**src/rtl/amp3_frame_feeder.sv**
```systemverilog
// rtl/amp3_frame_feeder.sv - stereo frame FIFO feeding the AMP3 serializer
//
// Buffers 12-bit right/left frames from a producer and hands one frame to the
// serializer each time its RightNLeft output falls (end of a stereo frame).
// Playback starts once START_LEVEL frames are buffered. An empty FIFO on a
// frame boundary while playing emits SILENCE and is counted as an underrun.
//
// Ports:
//   clk, rst           clock, synchronous active-high reset
//   run                1 = play, 0 = stop after draining the FIFO
//   flush              pulse, discards FIFO contents (same-cycle push dropped)
//   wr_valid/wr_ready  producer handshake, wr_ready = not full
//   wr_dataR/wr_dataL  frame pushed on a handshake
//   RightNLeft         channel indicator from the serializer
//   dataR/dataL        registered frame presented to the serializer
//   enable             registered serializer enable (RUN or DRAIN)
//   level              frames currently stored, 0..DEPTH
//   underrun           one-cycle pulse on an empty pop while playing
//   underrun_cnt       saturating underrun count, cleared only by rst

module amp3_frame_feeder #(
    parameter int          DEPTH       = 8,
    parameter int          START_LEVEL = 4,
    parameter logic [11:0] SILENCE     = 12'h000,
    localparam int         AW          = $clog2(DEPTH),
    localparam int         LW          = AW + 1
) (
    input  logic          clk,
    input  logic          rst,
    input  logic          run,
    input  logic          flush,
    input  logic          wr_valid,
    output logic          wr_ready,
    input  logic [11:0]   wr_dataR,
    input  logic [11:0]   wr_dataL,
    input  logic          RightNLeft,
    output logic [11:0]   dataR,
    output logic [11:0]   dataL,
    output logic          enable,
    output logic [LW-1:0] level,
    output logic          underrun,
    output logic [7:0]    underrun_cnt
);

    typedef enum logic [1:0] {
        S_IDLE,
        S_PRIME,
        S_RUN,
        S_DRAIN
    } state_t;

    state_t state;
    state_t state_nx;

    // Counters are one bit wider than the address so full and empty differ.
    logic [LW-1:0] wr_cnt;
    logic [LW-1:0] rd_cnt;
    logic [23:0]   mem [DEPTH];
    logic          rnl_q;

    logic bnd;
    logic full;
    logic empty;
    logic push;
    logic pop;

    assign level    = wr_cnt - rd_cnt;
    assign full     = (level == LW'(DEPTH));
    assign empty    = (level == '0);
    assign wr_ready = ~full;

    // Serializer finished a stereo frame: RightNLeft fell.
    assign bnd  = rnl_q & ~RightNLeft;
    assign push = wr_valid & ~full & ~flush;
    assign pop  = bnd & ((state == S_RUN) | (state == S_DRAIN));

    always_comb begin
        state_nx = state;
        case (state)
            S_IDLE: begin
                if (run) state_nx = S_PRIME;
            end
            S_PRIME: begin
                if (!run)                           state_nx = S_IDLE;
                else if (level >= LW'(START_LEVEL)) state_nx = S_RUN;
            end
            S_RUN: begin
                if (!run) state_nx = S_DRAIN;
            end
            S_DRAIN: begin
                if (run)              state_nx = S_RUN;
                else if (bnd & empty) state_nx = S_IDLE;
            end
            default: state_nx = S_IDLE;
        endcase
    end

    always_ff @(posedge clk) begin
        if (rst) begin
            state        <= S_IDLE;
            enable       <= 1'b0;
            rnl_q        <= 1'b0;
            wr_cnt       <= '0;
            rd_cnt       <= '0;
            dataR        <= SILENCE;
            dataL        <= SILENCE;
            underrun     <= 1'b0;
            underrun_cnt <= 8'd0;
        end else begin
            state    <= state_nx;
            enable   <= (state_nx == S_RUN) | (state_nx == S_DRAIN);
            rnl_q    <= RightNLeft;
            underrun <= 1'b0;

            if (state == S_IDLE) begin
                dataR <= SILENCE;
                dataL <= SILENCE;
            end else if (pop) begin
                if (!empty) begin
                    dataR <= mem[rd_cnt[AW-1:0]][23:12];
                    dataL <= mem[rd_cnt[AW-1:0]][11:0];
                end else begin
                    dataR <= SILENCE;
                    dataL <= SILENCE;
                    // An empty pop while draining is the normal end of playback.
                    if (state == S_RUN) begin
                        underrun <= 1'b1;
                        if (underrun_cnt != 8'hFF) underrun_cnt <= underrun_cnt + 8'd1;
                    end
                end
            end

            if (flush) begin
                wr_cnt <= '0;
                rd_cnt <= '0;
            end else begin
                if (push)         wr_cnt <= wr_cnt + LW'(1);
                if (pop & ~empty) rd_cnt <= rd_cnt + LW'(1);
            end
        end
    end

    always_ff @(posedge clk) begin
        if (push) mem[wr_cnt[AW-1:0]] <= {wr_dataR, wr_dataL};
    end

endmodule

```
**config.mk**
```make
export PLATFORM = sky130hd
export DESIGN_NAME = amp3_frame_feeder
export DESIGN_NICKNAME = d
export VERILOG_FILES = /design/src/rtl/amp3_frame_feeder.sv
export SDC_FILE = /design/constraint.sdc
export NUM_CORES = 1
export LEC_CHECK = 0
export CAP_MARGIN = 15
export CORE_ASPECT_RATIO = 2
export CORE_MARGIN = 5
export CORE_UTILIZATION = 50
export CTS_BUF_LIST = sky130_fd_sc_hd__clkbuf_16
export CTS_CLUSTER_SIZE = 28
export DETAILED_ROUTE_END_ITERATION = 7
export PLACE_DENSITY = 0.68
export SLEW_MARGIN = 20
export SYNTH_ARGS = -nofsm -noshare
export SYNTH_HDL_FRONTEND = slang
export SYNTH_SLANG_ARGS = --single-unit
```
**constraint.sdc**
```tcl
create_clock -name clk -period 6.97 [get_ports clk]
set_clock_uncertainty 0.1 [all_clocks]
set_input_delay 1.0455 -clock clk [delete_from_list [all_inputs] [get_ports clk]]
set_output_delay 1.0455 -clock clk [all_outputs]
set_load 0.1 [all_outputs]
```
==> impl_metrics.tcl <==
set metrics [dict create \
    viasPerCell 5.89 \
    slew_headroom_pct 28.7 \
    r2r_cells 10 \
    finalWeightedCongestion 0.732 \
    reg2reg_to "mem[4][17]" \
    final_util_pct 59.3 \
    required_ns 5.82 \
    yosysWarnings 0 \
    yosys.area_share.adder_pct 1.03 \
    synth_area_leaders "edfxtp_1 62%, mux4_2 12%, dfxtp_1 10%" \
    die-area_um2 21500 \
    netlist_instances 503 \
    r2r_start "wr_cnt[0]" \
    grt_pass1_wl_um 28000 \
    synthXorXnorAreaFrac_pct 0.650 \
    cts_buffers 21 \
    p_per_area_nw_per_um2 244 \
    hold_viol 0 \
    power_mw 2.63 \
    clkTransAtPathRegs_ns 0.06 \
    num_vias 4787 \
    tritoncts "done" \
    postLayoutCellArea_um2 10800 \
    synthArstFlopShare_pct 0 \
    grt_max_degree 49 \
    leakage_nw 3.37 \
    overflow 0 \
    dr.pass1.iters 5 \
    die_h_um 202 \
    status "finished clean" \
    setup_viol 0 \
    cp-start-kind "register" \
    fmax_ghz 0.223 \
    worst_pin_slew_ns 1.07 \
    use_met1_pct 20.1 \
    synth_compound_area_share_pct 4.00 \
    cts_root_buffer "clkbuf_16" \
    grt_pass1_vias 5107 \
    final_cells 813 \
    placed_area_um2 10200 \
    synth-simple-area-share_pct 5.20 \
    place_ws_ns 2.99 \
    synthMuxAreaShare_pct 14.9 \
    drt_iter0_drc 270 \
    ys.flop_type "edfxtp_1" \
    crit_arrival_ns 3.34 \
    io_pins 69 \
    drc 0 \
    hold_start "dataR[2]" \
    h-tree-depth 1 \
    post_cts_buffers 0 \
    core_um2 18200 \
    setup-tns-final_ns 0 \
    cts_hold_buf 0 \
    min_path_type "register to register" \
    dp.final_hpwl_um 10500 \
    postSynthAreaPerCell_um2 18.4 \
    ant_nets 0 \
    synth_fp_nets 540 \
    ir_worst_vdd_uv 228 \
    worst_slack_ns 2.48 \
    routed_wl_um 17900 \
    maxCapViolCount 0 \
    ys_seq_area_share_pct 72.6 \
    synth_top_area_share_pct 62.4 \
    reg2reg_slack_ns 3.53 \
    hold_slack_ns 0.347 \
    yosys-top-cells-count "192 x edfxtp_1, 48 x mux4_2, 47 x dfxtp_1" \
    antenna_found_initial 1 \
    fin_crit_sh_pct 64.4 \
    finalCriticalPeriod_ns 4.49 \
    area_growth_pct 16.9 \
    die_w_um 106 \
    hold_depth 2 \
    wire_per_inst_um 22.0 \
    synth_top_area_cell "edfxtp_1" \
    nets 618 \
    dp.cells 774 \
    synth_most_common_cell "edfxtp_1" \
    grtUsageTotal_pct 17.0 \
    cts_sinks 239 \
    clk_path_buf_depth 3 \
    top_usage_layer "met2" \
    syn-cell-area_um2 9240 \
    whs_endpoint "dataR[2]" \
    port-buffer-count 68 \
    synth_edf_count 192 \
    crit_fanout 8 \
    critical_path_class "register to output port" \
    ctsResizeCount 0 \
    num_rows 70 \
    drive_gt1_share_pct 18.1 \
    crit_path_end_kind "output port" \
    synth.ff_latch_count 239 \
    drv_slew 0 \
    synth_top_family_by_area "multiplexers" \
    met3_usage_pct 1.95 \
    rsz0062_at_grt "no" \
    grtUsageMet2_pct 31.8 \
    clock_latency_ns 0.49 \
    ys_types 54 \
    start_util_pct 50.7 \
]
## worst max path at each step
| stage | start | to | slack, ns |
|---|---|---|---|
| after floorplan | wr_cnt[0] | mem[2][0] | 1.09 |
| after global placement | wr_cnt[0] | wr_ready | 3.06 |
| after detailed placement | wr_cnt[0] | wr_ready | 2.99 |
| after CTS | wr_cnt[0] | wr_ready | 2.45 |
| after global routing | wr_cnt[0] | wr_ready | 2.34 |
| final | wr_cnt[0] | wr_ready | 2.48 |
## layer usage
layer / vias up / share of wire (%)
li1: 2162 / -
met1: 2486 / 39
met2: 111 / 55
met3: 28 / 3.6
met4: 0 / 2.2
met5: - / 0
## power by group
part / switching [mW] / internal (mW) / total, mW
Combinational: 0.0391 / 0.0283 / 0.0675
Sequential: 0.00403 / 1.55 / 1.55
Clock: 0.464 / 0.546 / 1.01
Total: 0.507 / 2.12 / 2.63
## layout make-up
cell class	count	area, µm²
fillers	1387	7420
multi-input cells	232	2420
repair buffers	79	763
diodes	1	2.50
clock inverters	17	70.1
flip-flops and latches	239	6710
clock buffers	21	526
inverters	8	30.0
well taps	216	270
## state kept, by name (all words and copies together) (netlist names), named ones only
signal,count
dataR,12
mem,192
rnl_q,1
rd_cnt,4
underrun,1
enable,1
dataL,12
wr_cnt,4
state,1
underrun_cnt,8
## worst max-delay path: stages (launching register included)
cell	delay [ns]
dfxtp_1	0.62
inv_1	0.11
ha_1	0.24
inv_1	0.07
fa_1	0.47
nor3_4	0.29
nand2_1	0.08
clkdlybuf4s50_1	0.97
## cells in the final DEF (no fill, tap or decap), drive strengths merged, types with 17 or more instances in the layout
| master | Yosys | routed |
|---|---|---|
| edfxtp | 192 | 192 |
| clkdlybuf4s50 | 0 | 68 |
| mux4 | 48 | 48 |
| dfxtp | 47 | 47 |
| nand2 | 35 | 35 |
| o21ai | 29 | 29 |
| mux2i | 28 | 28 |
| clkbuf | 11 | 21 |
| inv | 8 | 17 |
## kinds of logic (layout without fill, tap and decap cells)
group                      Yosys count  count (layout)
muxes                               77              77
and+or+nand+nor                     89              89
DFF                                239             239
AOI/OAI and AO/OA                   53              53
xor gates and xnor gates             6               6
buffers and inverters               32             125
other                                0               1
adders and majority gates            7               7
No activity file was read; power rests on OpenSTA's default activity.
==> variant 1 (same settings) <==
Change the parameter `DEPTH` from 8 to 16.
--- a/src/rtl/amp3_frame_feeder.sv
+++ b/src/rtl/amp3_frame_feeder.sv
@@ -20,5 +20,5 @@
 
 module amp3_frame_feeder #(
-    parameter int          DEPTH       = 8,
+    parameter int          DEPTH       = 16,
     parameter int          START_LEVEL = 4,
     parameter logic [11:0] SILENCE     = 12'h000,
Ports: changed (resized level); port bits go from 69 to 70. The function was not compared with the original's and may differ.
==> variant 1 against the unedited design <==
Critical path depth is 3 higher. Area after synthesis is 82% higher. Synthesized cell count is 69% higher. Sequential power is 83% higher. Routed wire length is 98% higher. Final area is 79% higher. Sequential cell count is 196 higher. Setup slack worse by 690 ps. Sequential share of layout area is 3.0 points higher. Power is 87% higher.
==> variant 1: results (changes against the unedited design) <==
fraction of registers with async set/reset=0% (unchanged); post-synthesis adder-cell area fraction=0.863% (-0.17 points); WHS Endpoint=dataR[5]$_SDFFE_PP0P_; met2 Use GR=36.5% (+4.7 points); Commonest cells post-synth=edfxtp_1, mux4_2, dfxtp_1; max reg flops=384 (+100%); gr usage total=19.1% (+2.1 points); met3 Use GR=2.55% (+0.60 points); mux share of post-synthesis cell area=15.3% (+0.49 points); DR iter-0 viols=667 (+150%); vias in the first global route=8942 (+75%); postcts setup bufs=0 (unchanged); share of cells above drive strength 1=21.2% (+3.1 points); initial antenna violation count=1 (unchanged); Max clock buf depth=3 (unchanged); global-route wire length before repair=54300 µm (+94%); number of synthesized flops with an enable pin=384 (+100%); Synth area leaders=edfxtp_1, mux4_2, dfxtp_1, mux2i_1, a22o_1; clk_lat worst skew=520 ps (+30 ps); slew margin rel.=33.2% (+4.5 points); Hold Path Origin=dataR[5]$_SDFFE_PP0P_; htree depth=2 (+1); Hold Slack=374 ps (+27.0 ps); area of placed instances=18100 µm² (+78%); WL per Instance=25.3 µm (+15%); outcome=finished clean; complex-gate fraction of the synthesized area=4.13% (+0.13 points); CP Max Fanout=12 (+4); Hold Path Depth=1 (-1); # nets final=977 (+58%); Vias=8311 (+74%); number of port buffers=69 (+1.5%); antenna cells=0 (-1); Seq/Total Area, Yosys=74.6% (+2.0 points); M1 GR Usage=21.5% (+1.4 points); post-DP HPWL=20300 µm (+93%); Synth Area in XOR/XNOR=0.297% (-0.35 points); synth unique cells=55 (+1.9%); FILL cells=2442 (+76%); Final Wtd Congestion=0.853 (+16%); leakage=5.93 nW (+76%); syn_nets=891 (+65%); r2r endpoint=mem[0][0]$_DFFE_PP_; Cell Int Power=0.00395 W (+86%); CTS Buf Count=37 (+76%); HP Class=flip-flop to flip-flop; Arr. time, crit path=4030 ps (+690 ps); largest net degree at the start of global routing=53 (+8.2%); Max IR drop VDD=0.162 mV (-29%); R2R setup slack=3190 ps (-340 ps)
[variant 1: worst max-delay path, cell delays in order, from the launching register on]
cell,delay (ps)
dfxtp_1,350
inv_1,140
ha_1,180
inv_1,50
fa_1,420
a21o_1,200
a21oi_2,170
xor2_2,500
inv_2,250
nand2_1,110
clkdlybuf4s50_1,1130
[variant 1: power groups by stage]
stage	logic, W	clock network [W]	registers (W)
finish	0.000101	0.00197	0.00284
global route	0.000110	0.00213	0.00284
CTS	0.000102	0.00202	0.00284
detailed placement	0.000102	0	0.00290
global placement	0.0000989	0	0.00290
floorplan	0.0000386	0	0.00290
[variant 1: cell families after synthesis]
logic type,after synthesis
multiplexers,137
AND/OR/NAND/NOR,104
buffers and inverters,60
XOR/XNOR,4
AO/OA/AOI/OAI,99
flip-flops,435
adder cells (fa/ha/maj),11
[variant 1: area by class of cell]
class                      count  area share, %
sequential                   435           65.2
multi-input combinational    355           21.3
clock buffer                  37           4.80
timing repair buffer          95           4.59
tap                          436           2.83
clock inverter                27           1.10
inverter                      12          0.234
[variant 1: per-stage QoR]
step	std cells	total power, W	util [%]	setup WS [ps]
5_1_grt	1397	0.00508	57.7	1560
3_5_place_dp	1333	0.00300	54.3	2320
3_3_place_gp	1333	0.00300	54.3	2370
6_report	1397	0.00491	57.7	1790
4_1_cts	1397	0.00496	57.7	1750
2_1_floorplan	850	0.00294	-	641
[variant 1: layer usage]
metal | up-vias | share of wire, %
li1 | 3660 | -
met1 | 4379 | 35
met2 | 209 | 58
met3 | 61 | 3.8
met4 | 2 | 3.1
met5 | - | 0.020
==> variant 2 (same settings) <==
Made on the original files. Reset style: asynchronous (`rst`), changed in one clocked block. Comments in the files are not updated.
--- a/src/rtl/amp3_frame_feeder.sv
+++ b/src/rtl/amp3_frame_feeder.sv
@@ -96,5 +96,5 @@
     end
 
-    always_ff @(posedge clk) begin
+    always_ff @(posedge clk or posedge rst) begin
         if (rst) begin
             state        <= S_IDLE;
Function: differs if rst is asserted again (counterexample within 4 cycles, from zero or initial values and one cycle with rst high); with rst held inactive, the same outputs for 10 cycles.
==> variant 2 against the unedited design <==
Routed wire length rose by 2.5%. Sequential share of layout area increased by 0.76 points. Setup slack got worse by 690 ps. Sequential cell count fell by 3. Area after synthesis rose by 0.53%. Synthesized cell count decreased by 3.2%. Count of clock-buffer cells in the layout unchanged. Final area increased by 1.1%. Maximum frequency down 13%.
Power is not compared: it rests on default switching activity, and its combinational part moved more than twofold at a synthesized area within 25%.
==> variant 2: results (changes against the unedited design) <==
Final Wtd Congestion=0.773 (+5.5%); gr usage total=17.8% (+0.83 points); WHS Endpoint=dataR[0]$_DFFE_PP0P_; DR iter-0 viols=235 (-13%); Commonest cells post-synth=edfxtp_1, mux4_2, dfrtp_1; Max clock buf depth=3 (unchanged); share of cells above drive strength 1=19.8% (+1.7 points); antenna cells=0 (-1); Placed Cells=763 (-1.4%); synth unique cells=49 (-9.3%); fin cells=801 (-1.5%); met3 Use GR=2.55% (+0.60 points); area of placed instances=10300 µm² (+0.79%); Seq/Total Area, Yosys=74.0% (+1.3 points); Arr. time, crit path=4030 ps (+690 ps); M1 GR Usage=20.6% (+0.55 points); met3 wire length=850 µm (+33%); outcome=finished clean; pre-CTS setup slack=2280 ps (-705 ps); Post-Route WL=18300 µm (+2.5%); f_max=0.193 GHz (-13%); met2 wire length=10400 µm (+5.3%); Via density=5.86 (-0.47%); initial antenna violation count=0 (-1); Worst-Margin Slew=1010 ps (-64.9 ps); WL met1=6590 µm (-4.9%); worst r2r path cells=8 (-2); CTS resizes=0 (unchanged); r2r endpoint=mem[1][19]$_DFFE_PP_; CP peak stage delay=1120 ps (+150 ps); number of port buffers=68 (unchanged); largest net degree at the start of global routing=52 (+6.1%); # nets final=607 (-1.8%); top layer in use=met4; CP Max Fanout=25 (+17); R2R setup slack=3300 ps (-230 ps); Synth area leaders=edfxtp_1, dfrtp_1, mux4_2, mux2i_1, o21ai_0; Hold Path Origin=dataR[0]$_DFFE_PP0P_; Switching Share=39.1%; global-route wire length before repair=29000 µm (+3.5%); post-DP HPWL=10600 µm (+1.1%); Syn Inst Count=487 (-3.2%); vias in the first global route=5099 (-0.16%); fraction of registers with async set/reset=18.6% (+19 points); r2r startpoint=rd_cnt[2]$_DFFE_PP0P_
## variant 2: changes by cell type in the layout (fill, tap and decap cells not counted), moves of 5 or more
cell	unedited run	this run
o21ai_1	20	0
dfrtp_1	0	42
o21ai_0	8	26
dfxtp_1	45	0
nand2b_1	1	6
xor2_1	1	6
## variant 2: logic make-up (layout without fill, tap and decap cells)
kind of cell	Yosys count	in the layout	share of synthesized area, %
flip-flops	236	236	74.0
adder cells (fa/ha/maj)	7	7	1.02
buffers and inverters	32	130	1.56
XOR/XNOR	10	10	1.02
AND/OR/NAND/NOR	80	80	4.47
AO/OA/AOI/OAI	44	44	3.01
multiplexers	78	78	14.9
## variant 2: cell type report
cell class,instances,area [µm²]
Tap cell,216,270
Fill cell,1358,7390
Sequential cell,236,6870
Multi-Input combinational cell,219,2320
Clock buffer,21,526
Clock inverter,17,113
Inverter,11,41.3
Timing Repair Buffer,81,778
